### src/rtl/dta_pkg.sv
// Shared defaults and helpers for the dest-tag-append return tracker.
package dta_pkg;
  localparam int ADDRESS_WIDTH    = 4;
  localparam int VC_ADDRESS_WIDTH = 1;
  localparam int TAG_WIDTH        = 8;

  typedef enum logic {OUT_EMPTY = 1'b0, OUT_FULL = 1'b1} out_state_e;

  // Width of one recorded {dst, vc, tag} entry.
  function automatic int dta_ret_info_width(int aw = ADDRESS_WIDTH,
                                            int vw = VC_ADDRESS_WIDTH,
                                            int tw = TAG_WIDTH);
    return aw + vw + tw;
  endfunction
endpackage

### src/rtl/dta_return_tracker_if.sv
// Request/response bus of the return tracker; slave = tracker side.
interface dta_return_tracker_if #(
  parameter int WIDTH_DATA       = 12,
  parameter int ADDRESS_WIDTH    = dta_pkg::ADDRESS_WIDTH,
  parameter int VC_ADDRESS_WIDTH = dta_pkg::VC_ADDRESS_WIDTH,
  parameter int TAG_WIDTH        = dta_pkg::TAG_WIDTH,
  parameter int DEPTH            = 8
);
  logic [WIDTH_DATA-1:0]       req_data_in;
  logic [ADDRESS_WIDTH-1:0]    req_dst_in;
  logic [VC_ADDRESS_WIDTH-1:0] req_vc_in;
  logic [TAG_WIDTH-1:0]        req_tag_in;
  logic                        req_valid_in;
  logic                        req_ready_out;
  logic [WIDTH_DATA-1:0]       req_data_out;
  logic                        req_valid_out;
  logic                        req_ready_in;
  logic [WIDTH_DATA-1:0]       rsp_data_in;
  logic                        rsp_valid_in;
  logic                        rsp_ready_out;
  logic [WIDTH_DATA-1:0]       rsp_data_out;
  logic [ADDRESS_WIDTH-1:0]    rsp_dst_out;
  logic [VC_ADDRESS_WIDTH-1:0] rsp_vc_out;
  logic [TAG_WIDTH-1:0]        rsp_tag_out;
  logic                        rsp_valid_out;
  logic                        rsp_ready_in;
  logic [$clog2(DEPTH+1)-1:0]  outstanding_out;
  logic                        err_out;

  modport slave (
    input  req_data_in, req_dst_in, req_vc_in, req_tag_in, req_valid_in, req_ready_in,
           rsp_data_in, rsp_valid_in, rsp_ready_in,
    output req_ready_out, req_data_out, req_valid_out, rsp_ready_out, rsp_data_out,
           rsp_dst_out, rsp_vc_out, rsp_tag_out, rsp_valid_out, outstanding_out, err_out
  );

  modport master (
    output req_data_in, req_dst_in, req_vc_in, req_tag_in, req_valid_in, req_ready_in,
           rsp_data_in, rsp_valid_in, rsp_ready_in,
    input  req_ready_out, req_data_out, req_valid_out, rsp_ready_out, rsp_data_out,
           rsp_dst_out, rsp_vc_out, rsp_tag_out, rsp_valid_out, outstanding_out, err_out
  );
endinterface

### src/rtl/dta_ret_fifo.sv
// Return-info FIFO: head is read combinationally; caller never pushes when full or pops when empty.
module dta_ret_fifo #(
  parameter int W     = 13,
  parameter int DEPTH = 8
) (
  input  logic                       clk,
  input  logic                       rst,
  input  logic                       i_push,
  input  logic                       i_pop,
  input  logic [W-1:0]               i_wdata,
  output logic [W-1:0]               o_rdata,
  output logic                       o_full,
  output logic                       o_empty,
  output logic [$clog2(DEPTH+1)-1:0] o_count
);
  localparam int PTR_W = $clog2(DEPTH);
  localparam int CNT_W = $clog2(DEPTH+1);

  logic [W-1:0]     r_mem [DEPTH];
  logic [PTR_W-1:0] r_wptr, r_rptr;
  logic [CNT_W-1:0] r_count;

  assign o_full  = (r_count == CNT_W'(DEPTH));
  assign o_empty = (r_count == '0);
  assign o_count = r_count;
  assign o_rdata = r_mem[r_rptr];

  // Pointers wrap naturally since DEPTH is a power of two.
  always_ff @(posedge clk or posedge rst) begin
    if (rst) begin
      r_wptr  <= '0;
      r_rptr  <= '0;
      r_count <= '0;
    end else begin
      if (i_push) r_wptr <= r_wptr + 1'b1;
      if (i_pop)  r_rptr <= r_rptr + 1'b1;
      case ({i_push, i_pop})
        2'b10:   r_count <= r_count + 1'b1;
        2'b01:   r_count <= r_count - 1'b1;
        default: r_count <= r_count;
      endcase
    end
  end

  always_ff @(posedge clk) begin
    if (i_push) r_mem[r_wptr] <= i_wdata;
  end
endmodule

### src/rtl/dta_return_tracker.sv
// Records return dst/vc/tag per request and re-attaches them, in order, to responses.
// Optional sticky orphan-response error: define DTA_RETURN_TRACKER_ERR_EN.
module dta_return_tracker #(
  parameter int WIDTH_DATA       = 12,
  parameter int ADDRESS_WIDTH    = dta_pkg::ADDRESS_WIDTH,
  parameter int VC_ADDRESS_WIDTH = dta_pkg::VC_ADDRESS_WIDTH,
  parameter int TAG_WIDTH        = dta_pkg::TAG_WIDTH,
  parameter int DEPTH            = 8
) (
  input logic                clk,
  input logic                rst,
  dta_return_tracker_if.slave bus
);
  import dta_pkg::*;

  localparam int INFO_W = dta_ret_info_width(ADDRESS_WIDTH, VC_ADDRESS_WIDTH, TAG_WIDTH);
  localparam int CNT_W  = $clog2(DEPTH+1);

  logic              w_full, w_empty, w_push, w_pop;
  logic [INFO_W-1:0] w_head;
  logic [CNT_W-1:0]  w_count;
  out_state_e        r_state, w_state_nxt;

  logic [WIDTH_DATA-1:0]       r_data;
  logic [ADDRESS_WIDTH-1:0]    r_dst;
  logic [VC_ADDRESS_WIDTH-1:0] r_vc;
  logic [TAG_WIDTH-1:0]        r_tag;

  // Request side gates only on full, so no response-to-request combinational path exists.
  assign bus.req_data_out  = bus.req_data_in;
  assign bus.req_valid_out = bus.req_valid_in & ~w_full;
  assign bus.req_ready_out = bus.req_ready_in & ~w_full;
  assign w_push            = bus.req_valid_in & bus.req_ready_out;

  assign bus.rsp_ready_out = ~w_empty & ((r_state == OUT_EMPTY) | bus.rsp_ready_in);
  assign w_pop             = bus.rsp_valid_in & bus.rsp_ready_out;

  dta_ret_fifo #(.W(INFO_W), .DEPTH(DEPTH)) u_fifo (
    .clk     (clk),
    .rst     (rst),
    .i_push  (w_push),
    .i_pop   (w_pop),
    .i_wdata ({bus.req_dst_in, bus.req_vc_in, bus.req_tag_in}),
    .o_rdata (w_head),
    .o_full  (w_full),
    .o_empty (w_empty),
    .o_count (w_count)
  );

  assign bus.outstanding_out = w_count;

  always_comb begin
    w_state_nxt = r_state;
    case (r_state)
      OUT_EMPTY: if (w_pop) w_state_nxt = OUT_FULL;
      OUT_FULL:  if (!w_pop && bus.rsp_ready_in) w_state_nxt = OUT_EMPTY;
      default:   w_state_nxt = OUT_EMPTY;
    endcase
  end

  always_ff @(posedge clk or posedge rst) begin
    if (rst) begin
      r_state <= OUT_EMPTY;
      r_data  <= '0;
      r_dst   <= '0;
      r_vc    <= '0;
      r_tag   <= '0;
    end else begin
      r_state <= w_state_nxt;
      if (w_pop) begin
        r_data <= bus.rsp_data_in;
        r_dst  <= w_head[INFO_W-1 -: ADDRESS_WIDTH];
        r_vc   <= w_head[TAG_WIDTH +: VC_ADDRESS_WIDTH];
        r_tag  <= w_head[TAG_WIDTH-1:0];
      end
    end
  end

  assign bus.rsp_valid_out = (r_state == OUT_FULL);
  assign bus.rsp_data_out  = r_data;
  assign bus.rsp_dst_out   = r_dst;
  assign bus.rsp_vc_out    = r_vc;
  assign bus.rsp_tag_out   = r_tag;

`ifdef DTA_RETURN_TRACKER_ERR_EN
  logic r_err;
  always_ff @(posedge clk or posedge rst) begin
    if (rst)                           r_err <= 1'b0;
    else if (bus.rsp_valid_in && w_empty) r_err <= 1'b1;
  end
  assign bus.err_out = r_err;
`else
  assign bus.err_out = 1'b0;
`endif
endmodule

### src/flat_wrapper.sv
// flat-port wrapper written by rule: the top's interface ports become plain ports
module dta_return_tracker_flat import dta_pkg::*;
#(
  parameter int WIDTH_DATA       = 12,
  parameter int ADDRESS_WIDTH    = dta_pkg::ADDRESS_WIDTH,
  parameter int VC_ADDRESS_WIDTH = dta_pkg::VC_ADDRESS_WIDTH,
  parameter int TAG_WIDTH        = dta_pkg::TAG_WIDTH,
  parameter int DEPTH            = 8
)
  (clk, rst, bus_req_data_in, bus_req_dst_in, bus_req_vc_in, bus_req_tag_in, bus_req_valid_in, bus_req_ready_in, bus_rsp_data_in, bus_rsp_valid_in, bus_rsp_ready_in, bus_req_ready_out, bus_req_data_out, bus_req_valid_out, bus_rsp_ready_out, bus_rsp_data_out, bus_rsp_dst_out, bus_rsp_vc_out, bus_rsp_tag_out, bus_rsp_valid_out, bus_outstanding_out, bus_err_out);
  dta_return_tracker_if #(.WIDTH_DATA(WIDTH_DATA), .ADDRESS_WIDTH(ADDRESS_WIDTH), .VC_ADDRESS_WIDTH(VC_ADDRESS_WIDTH), .TAG_WIDTH(TAG_WIDTH), .DEPTH(DEPTH)) bus_i ();
  input logic clk;
  input logic rst;
  input wire logic [$bits(bus_i.req_data_in)-1:0] bus_req_data_in;
  input wire logic [$bits(bus_i.req_dst_in)-1:0] bus_req_dst_in;
  input wire logic [$bits(bus_i.req_vc_in)-1:0] bus_req_vc_in;
  input wire logic [$bits(bus_i.req_tag_in)-1:0] bus_req_tag_in;
  input wire logic [$bits(bus_i.req_valid_in)-1:0] bus_req_valid_in;
  input wire logic [$bits(bus_i.req_ready_in)-1:0] bus_req_ready_in;
  input wire logic [$bits(bus_i.rsp_data_in)-1:0] bus_rsp_data_in;
  input wire logic [$bits(bus_i.rsp_valid_in)-1:0] bus_rsp_valid_in;
  input wire logic [$bits(bus_i.rsp_ready_in)-1:0] bus_rsp_ready_in;
  output wire logic [$bits(bus_i.req_ready_out)-1:0] bus_req_ready_out;
  output wire logic [$bits(bus_i.req_data_out)-1:0] bus_req_data_out;
  output wire logic [$bits(bus_i.req_valid_out)-1:0] bus_req_valid_out;
  output wire logic [$bits(bus_i.rsp_ready_out)-1:0] bus_rsp_ready_out;
  output wire logic [$bits(bus_i.rsp_data_out)-1:0] bus_rsp_data_out;
  output wire logic [$bits(bus_i.rsp_dst_out)-1:0] bus_rsp_dst_out;
  output wire logic [$bits(bus_i.rsp_vc_out)-1:0] bus_rsp_vc_out;
  output wire logic [$bits(bus_i.rsp_tag_out)-1:0] bus_rsp_tag_out;
  output wire logic [$bits(bus_i.rsp_valid_out)-1:0] bus_rsp_valid_out;
  output wire logic [$bits(bus_i.outstanding_out)-1:0] bus_outstanding_out;
  output wire logic [$bits(bus_i.err_out)-1:0] bus_err_out;
  assign bus_i.req_data_in = bus_req_data_in;
  assign bus_i.req_dst_in = bus_req_dst_in;
  assign bus_i.req_vc_in = bus_req_vc_in;
  assign bus_i.req_tag_in = bus_req_tag_in;
  assign bus_i.req_valid_in = bus_req_valid_in;
  assign bus_i.req_ready_in = bus_req_ready_in;
  assign bus_i.rsp_data_in = bus_rsp_data_in;
  assign bus_i.rsp_valid_in = bus_rsp_valid_in;
  assign bus_i.rsp_ready_in = bus_rsp_ready_in;
  assign bus_req_ready_out = bus_i.req_ready_out;
  assign bus_req_data_out = bus_i.req_data_out;
  assign bus_req_valid_out = bus_i.req_valid_out;
  assign bus_rsp_ready_out = bus_i.rsp_ready_out;
  assign bus_rsp_data_out = bus_i.rsp_data_out;
  assign bus_rsp_dst_out = bus_i.rsp_dst_out;
  assign bus_rsp_vc_out = bus_i.rsp_vc_out;
  assign bus_rsp_tag_out = bus_i.rsp_tag_out;
  assign bus_rsp_valid_out = bus_i.rsp_valid_out;
  assign bus_outstanding_out = bus_i.outstanding_out;
  assign bus_err_out = bus_i.err_out;
  dta_return_tracker #(.WIDTH_DATA(WIDTH_DATA), .ADDRESS_WIDTH(ADDRESS_WIDTH), .VC_ADDRESS_WIDTH(VC_ADDRESS_WIDTH), .TAG_WIDTH(TAG_WIDTH), .DEPTH(DEPTH)) u_core (.clk(clk), .rst(rst), .bus(bus_i));
endmodule
### config.mk
export PLATFORM = sky130hd
export DESIGN_NAME = dta_return_tracker_flat
export DESIGN_NICKNAME = d
export VERILOG_FILES = /design/src/rtl/dta_pkg.sv /design/src/rtl/dta_return_tracker_if.sv /design/src/rtl/dta_ret_fifo.sv /design/src/rtl/dta_return_tracker.sv /design/src/flat_wrapper.sv
export SDC_FILE = /design/constraint.sdc
export NUM_CORES = 1
export LEC_CHECK = 0
export CELL_PAD_IN_SITES_DETAIL_PLACEMENT = 1
export CELL_PAD_IN_SITES_GLOBAL_PLACEMENT = 1
export CORE_ASPECT_RATIO = 1.25
export CORE_UTILIZATION = 45
export DETAILED_ROUTE_END_ITERATION = 12
export PLACE_DENSITY_LB_ADDON = 0.25
export RECOVER_POWER = 50
export SLEW_MARGIN = 15
export SYNTH_ARGS = -nofsm -noshare
export SYNTH_HDL_FRONTEND = slang
export SYNTH_SLANG_ARGS = --single-unit
export TNS_END_PERCENT = 100
### constraint.sdc
create_clock -name clk -period 3.25 [get_ports clk]
set_input_delay 0.65 -clock clk [delete_from_list [all_inputs] [get_ports clk]]
set_output_delay 0.65 -clock clk [all_outputs]
set_load 0.01 [all_outputs]
**Word-level counts from Yosys, hierarchy flattened**

Memories as Yosys holds them, arrays and structs flattened. A register that Yosys moved wholly into a read port is not among the register bits.
Cells that the tools add are included.

- Reductions and logical operators: 4
- Mux-type cells: 6
- Bitwise operators: 9
- Eq/ne operators: 3
- Add/subtract/negate cells: 4

Operators with widths:

| cell | count |
|---|---|
| one-hot mux 4 bit (2 select lines) | 1 |
| adder 3 x 1 -> 3 bit (second input constant) | 2 |
| bitwise AND 1 bit | 5 |
| adder 4 x 1 -> 4 bit (second input constant) | 1 |
| == test 4 bit (second input constant) | 1 |
| zero test 4 bit | 1 |
| 2-to-1 mux 1 bit | 4 |
| subtractor 4 x 1 -> 4 bit (second input constant) | 1 |
| NOT 1 bit | 3 |
| == test 2 x 1 -> 1 bit (second input constant) | 1 |
| == test 2 bit (second input constant) | 1 |
| one-hot mux 1 bit (2 select lines) | 1 |
| nonzero test 2 bit | 1 |
| logical AND 1 bit | 1 |
| zero test 1 bit | 1 |
| OR 1 bit | 1 |

- Bits in writable memories: 104
- Memories kept: 1
- Word-level logic and storage cells: 32
- Input bits: 43
- Flip-flop bits (word level): 23
- Output and inout bits: 46

Memory list:

| name | depth | width | rd ports | clocked after memory_dff | write ports | line | RTL |
|---|---|---|---|---|---|---|---|
| u_core.u_fifo.r_mem | 8 | 13 | 1 | 1 | 1 | dta_ret_fifo.sv:19 | `logic [W-1:0] r_mem [DEPTH];` |

**Logic depth before layout (Yosys ltp)**

- Depth in word-level cells: 8
- Mapped depth: 10
- Depth with buffers taken out: 9

**Modules after synthesis**

From an unflattened synthesis, not the netlist that was laid out.

- Cells, all modules: 287
- Area, all modules: 5854.4 um^2

By module, submodules not included:

| module | cells each | sequential area each (um^2) | times used | area each (um^2) |
|---|---|---|---|---|
| dta_ret_fifo | 211 | 3373.2 | 1 | 4629.4 |
| dta_return_tracker | 76 | 650.6 | 1 | 1224.9 |

**Worst setup path before layout**

Ideal clock, no wire load.

- Path kind: register to register
- Start: reg u_core.u_fifo.r_count[0] (netlist: u_core.u_fifo.o_count[0])
- End: reg u_core.u_fifo.r_count[3] (netlist: u_core.u_fifo.o_count[3])
- Data required time: 3.125 ns
- Path slack: 0.518 ns
- Buffers on the path: 1
- Clock period less this slack: 2.732 ns
- Cell stages (with the launch flop): 11
- Setup time: 0.125 ns
- Arrival: 2.607 ns
- Cell sequence: dfrtp_1 > or4_1 > nand3_1 > inv_2 > buf_2 > ha_1 > ha_1 > a21o_1 > a2111oi_0 > nand4b_1 > nand3_1

- Word-level cells in the longest chain between the ends: 6
- Elaborated cells on any way between the ends: 14
- Classes of those cells: 2 x add/sub; 3 x eq/ne; 1 x mux; 6 x bitwise; 2 x reduce/logical

Ends and longest elaborated chain:

| what | line | RTL |
|---|---|---|
| from (decl) | dta_ret_fifo.sv:21 | `logic [CNT_W-1:0] r_count;` |
| from (signal assigned) | dta_ret_fifo.sv:38 | `2'b10: r_count <= r_count + 1'b1;` |
| from (signal assigned) | dta_ret_fifo.sv:39 | `2'b01: r_count <= r_count - 1'b1;` |
| from (signal assigned) | dta_ret_fifo.sv:40 | `default: r_count <= r_count;` |
| zero test 4 bit * | dta_ret_fifo.sv:24 | `assign o_empty = (r_count == '0);` |
| NOT 1 bit * | dta_return_tracker.sv:35 | `assign bus.rsp_ready_out = ~w_empty & ((r_state == OUT_EMPTY) \| bus.rsp_ready_in);` |
| bitwise AND 1 bit * | dta_return_tracker.sv:35 |  |
| bitwise AND 1 bit * | dta_return_tracker.sv:36 | `assign w_pop = bus.rsp_valid_in & bus.rsp_ready_out;` |
| net u_core.u_fifo.i_pop | dta_ret_fifo.sv:9 | `input logic i_pop,` |
| == test 2 x 1 -> 1 bit / == test 2 bit (equally long branches) | dta_ret_fifo.sv:37 | `case ({i_push, i_pop})` |
| one-hot mux 4 bit (2 select lines) / nonzero test 2 bit (equally long branches) | - |  |

The timed path passes the listed nets; every way through them passes the cells marked *.
A chain may end at the register's enable or synchronous reset.

**Worst setup path in the final report**

- Start: reg u_core.u_fifo.r_count[0] (netlist: u_core.u_fifo.o_count[0])
- End: reg u_core.u_fifo.r_count[3] (netlist: u_core.u_fifo.o_count[3])

- Word-level cells in the longest chain between the ends: 6
- Elaborated cells on any way between the ends: 14
- Classes of those cells: 2 x add/sub; 3 x eq/ne; 1 x mux; 6 x bitwise; 2 x reduce/logical

Ends and longest elaborated chain:

| what | line |
|---|---|
| == test 4 bit / zero test 4 bit (equally long branches) | dta_ret_fifo.sv:23, dta_ret_fifo.sv:24 |
| NOT 1 bit, on equally long branches | dta_return_tracker.sv:32, dta_return_tracker.sv:35 |
| bitwise AND 1 bit, on equally long branches | dta_return_tracker.sv:32, dta_return_tracker.sv:35 |
| bitwise AND 1 bit, on equally long branches | dta_return_tracker.sv:33, dta_return_tracker.sv:36 |
| == test 2 x 1 -> 1 bit / == test 2 bit (equally long branches) | dta_ret_fifo.sv:37 |
| one-hot mux 4 bit (2 select lines) / nonzero test 2 bit (equally long branches) | - |

Parallel ways exist; a longest one is shown, timed or not.

==> flow_summary.json <==
{
  "status": "finished with violations",
  "violations": "capacitance limit, slew limit",
  "required_ps": 3540,
  "synth_top_area_share": 0.562,
  "nets": 446,
  "hold_ws_ps": 475,
  "antenna_cells": 0,
  "rsz0062_at_grt": "no",
  "syn-cell-area_sq_um": 5560,
  "cts_tree": "done",
  "timing.fmax_mhz": 342,
  "avgSynthCellArea_sq_um": 16.8,
  "clockBufferDepth": 2,
  "grt_pass1_vias": 3386,
  "areaGrowthSynthToFinish_pct": 23.2,
  "grt_usage": 0.202,
  "clock_sinks": 140,
  "ir_drop_uv": 399,
  "synthesis.nets": 379,
  "fin_crit_ps": 2920,
  "maxSlewViolCount": 37,
  "cts-resized-gates": 0,
  "grt.overflow.total": 0,
  "cp_top_family": "simple AND/OR/NAND/NOR gates",
  "cts_setup_buffers": 0,
  "setup_viol": 0,
  "ys_seq_elements": 140,
  "clockRootBuffer": "clkbuf_16",
  "synth_area_leaders": "edfxtp_1, dfrtp_1, mux4_2, nand2_1, mux2i_1",
  "path_max_fanout": 6,
  "period_share": 0.900,
  "cpMostUsedCell": "ha_1",
  "ys_seq_area_frac": 0.724,
  "die_y_um": 126,
  "dieArea_sq_um": 12800,
  "clkTransAtPathRegs_ps": 60,
  "placed_cell_area_sq_um": 6330,
  "min_path_cells": 2,
  "synth_common_cells": "edfxtp_1, nand2_1, dfrtp_1",
  "finClkSkew_ps": 5.80,
  "synth_edf_count": 104,
  "hold_end": "u_core.bus.rsp_tag_out[6]",
  "initial_utilization": 0.459,
  "finalHoldViolCount": 0,
  "port_buffers": 63,
  "stdcell_count": 574,
  "yosys.area.top_type": "edfxtp_1",
  "wirelength_um": 11500,
  "endpoint_kind": "flop",
  "gp_congestion": 0.704,
  "power_density_nw_per_um2": 858,
  "slowest_delay_ps": 580,
  "grt_max_degree": 42,
  "vias": 3007,
  "ctsHoldBuffers": 0,
  "first_iter_violations": 142,
  "crit_buf_inv": 1,
  "synthFlopType": "edfxtp_1",
  "drc_errors": 0,
  "dp.cells": 542,
  "cp-start-kind": "flop",
  "antenna_found_initial": 0,
  "rrSetupSlack_ps": 330,
  "vias_per_cell": 5.24,
  "numCtsBuffers": 17,
  "r2r_start": "u_core.u_fifo.o_count[0]",
  "fp.dieW_um": 101,
  "tns_ps": 0,
  "synthCells": 330,
  "ff2ff_path_depth": 9,
  "startpoint": "u_core.u_fifo.o_count[0]",
  "dr.pass1.iters": 4,
  "ys_types": 32,
  "worstReg2RegEnd": "u_core.u_fifo.o_count[3]",
  "h-tree-depth": 4,
  "relSlewSlack": -0.410,
  "insertion_delay_ps": 410,
  "grt_pass1_wl_um": 18400,
  "synth.most_common_cell": "edfxtp_1",
  "core_region_area_sq_um": 12100,
  "min_from": "u_core.bus.rsp_tag_out[6]",
  "rows": 45,
  "fin_area_sq_um": 6850,
  "crit_arrival_ps": 3220,
  "wl_per_cell_um": 20.0,
  "io_pins": 89,
  "drive_gt1_frac": 0.168,
  "slowest_stage": "or4b_1",
  "synthArstFlopShare": 0.257,
  "dp.final_hpwl_um": 7140,
  "hold_class": "flop to flop",
  "ant_nets": 0,
  "synth-warning-count": 0,
  "max-cap-violations": 1,
  "leakage_nw": 2.52,
  "crit_chain": "or4b_1 > and3_1 > inv_1 > ha_1 > ha_1 > a21o_1 > a2111oi_0 > nand4b_1 > nand3_1",
  "tightest_slew_ps": 2110,
  "path_class": "flop to flop"
}
[worst min-delay path: stages (launching register included)]
cell and delay, ps:
dfrtp_1 340, nand2_1 50, o21ai_0 60
[through the flow]
step / utilization / worst slack (ps) / power (mW)
final: 0.566 / 326 / 5.88
after global routing: 0.566 / 104 / 6.20
after CTS: 0.567 / 314 / 5.98
after detailed placement: 0.523 / 163 / 4.23
after global placement: 0.523 / 357 / 4.13
after floorplan: - / 518 / 3.52
[state kept, by name, indices dropped and copies added, names as in the netlist]
name / count
u_core.bus.rsp_data_out: 12
u_core.bus.rsp_dst_out: 4
u_core.bus.rsp_tag_out: 8
u_core.bus.rsp_valid_out: 1
u_core.bus.rsp_vc_out: 1
u_core.u_fifo.o_count: 4
u_core.u_fifo.r_mem: 104
u_core.u_fifo.r_rptr: 3
u_core.u_fifo.r_wptr: 3
[how the worst max path moves through the flow]
stage                                      endpoint  slack (ps)  cells past startpoint
after global placement     u_core.u_fifo.o_count[3]         360                      9
after global routing      u_core.bus.rsp_dst_out[3]         100                      3
after CTS                  u_core.u_fifo.o_count[3]         310                      9
after floorplan            u_core.u_fifo.o_count[3]         520                     10
after detailed placement   u_core.u_fifo.o_count[3]         160                      9
final                      u_core.u_fifo.o_count[3]         330                      9
[logic make-up after synthesis]
kind of cell | after synthesis | share of synthesized area
buffers and inverters | 34 | 0.0360
XOR/XNOR | 6 | 0.00945
adder cells (fa/ha/maj) | 6 | 0.0149
other | 1 | 0.000674
flip-flops | 140 | 0.724
AO/OA/AOI/OAI | 17 | 0.0164
multiplexers | 41 | 0.133
AND/OR/NAND/NOR | 85 | 0.0657
[layout by cell type (no fill, tap or decap), types with 7 or more instances in the layout]
cell and n:
mux4_2 26, dfrtp_1 36, mux2i_1 14, nand2_1 60, clkinv_2 8, clkbuf_16 17, o21ai_0 14, clkdlybuf4s50_1 48
buf_4 11, dlygate4sd3_1 15, nor2_1 7, edfxtp_1 104
[layer usage]
metal	share of wire	wire length (um)	vias up	GRT usage
met4	0.018	202	0	0.0784
li1	-	-	1347	-
met2	0.54	6210	83	0.351
met3	0.046	528	20	0.0583
met1	0.40	4550	1557	0.234
met5	0	0	-	0
[area by class of cell]
cell class / instances / area (sq um)
fillers: 1120 / 5260
clock buffers: 18 / 429
clock inverters: 14 / 105
multi-input cells: 156 / 1340
flip-flops and latches: 140 / 4020
well taps: 164 / 205
repair buffers: 76 / 721
inverters: 6 / 22.5
[power by group]
part	internal, mW	leakage (nW)	total [mW]	switching (mW)
sequential	2.24	1.38	2.50	0.264
clock	1.04	0.262	1.73	0.694
combinational	0.886	0.883	1.65	0.761
Note: power is estimated with default switching activity, not from simulation.
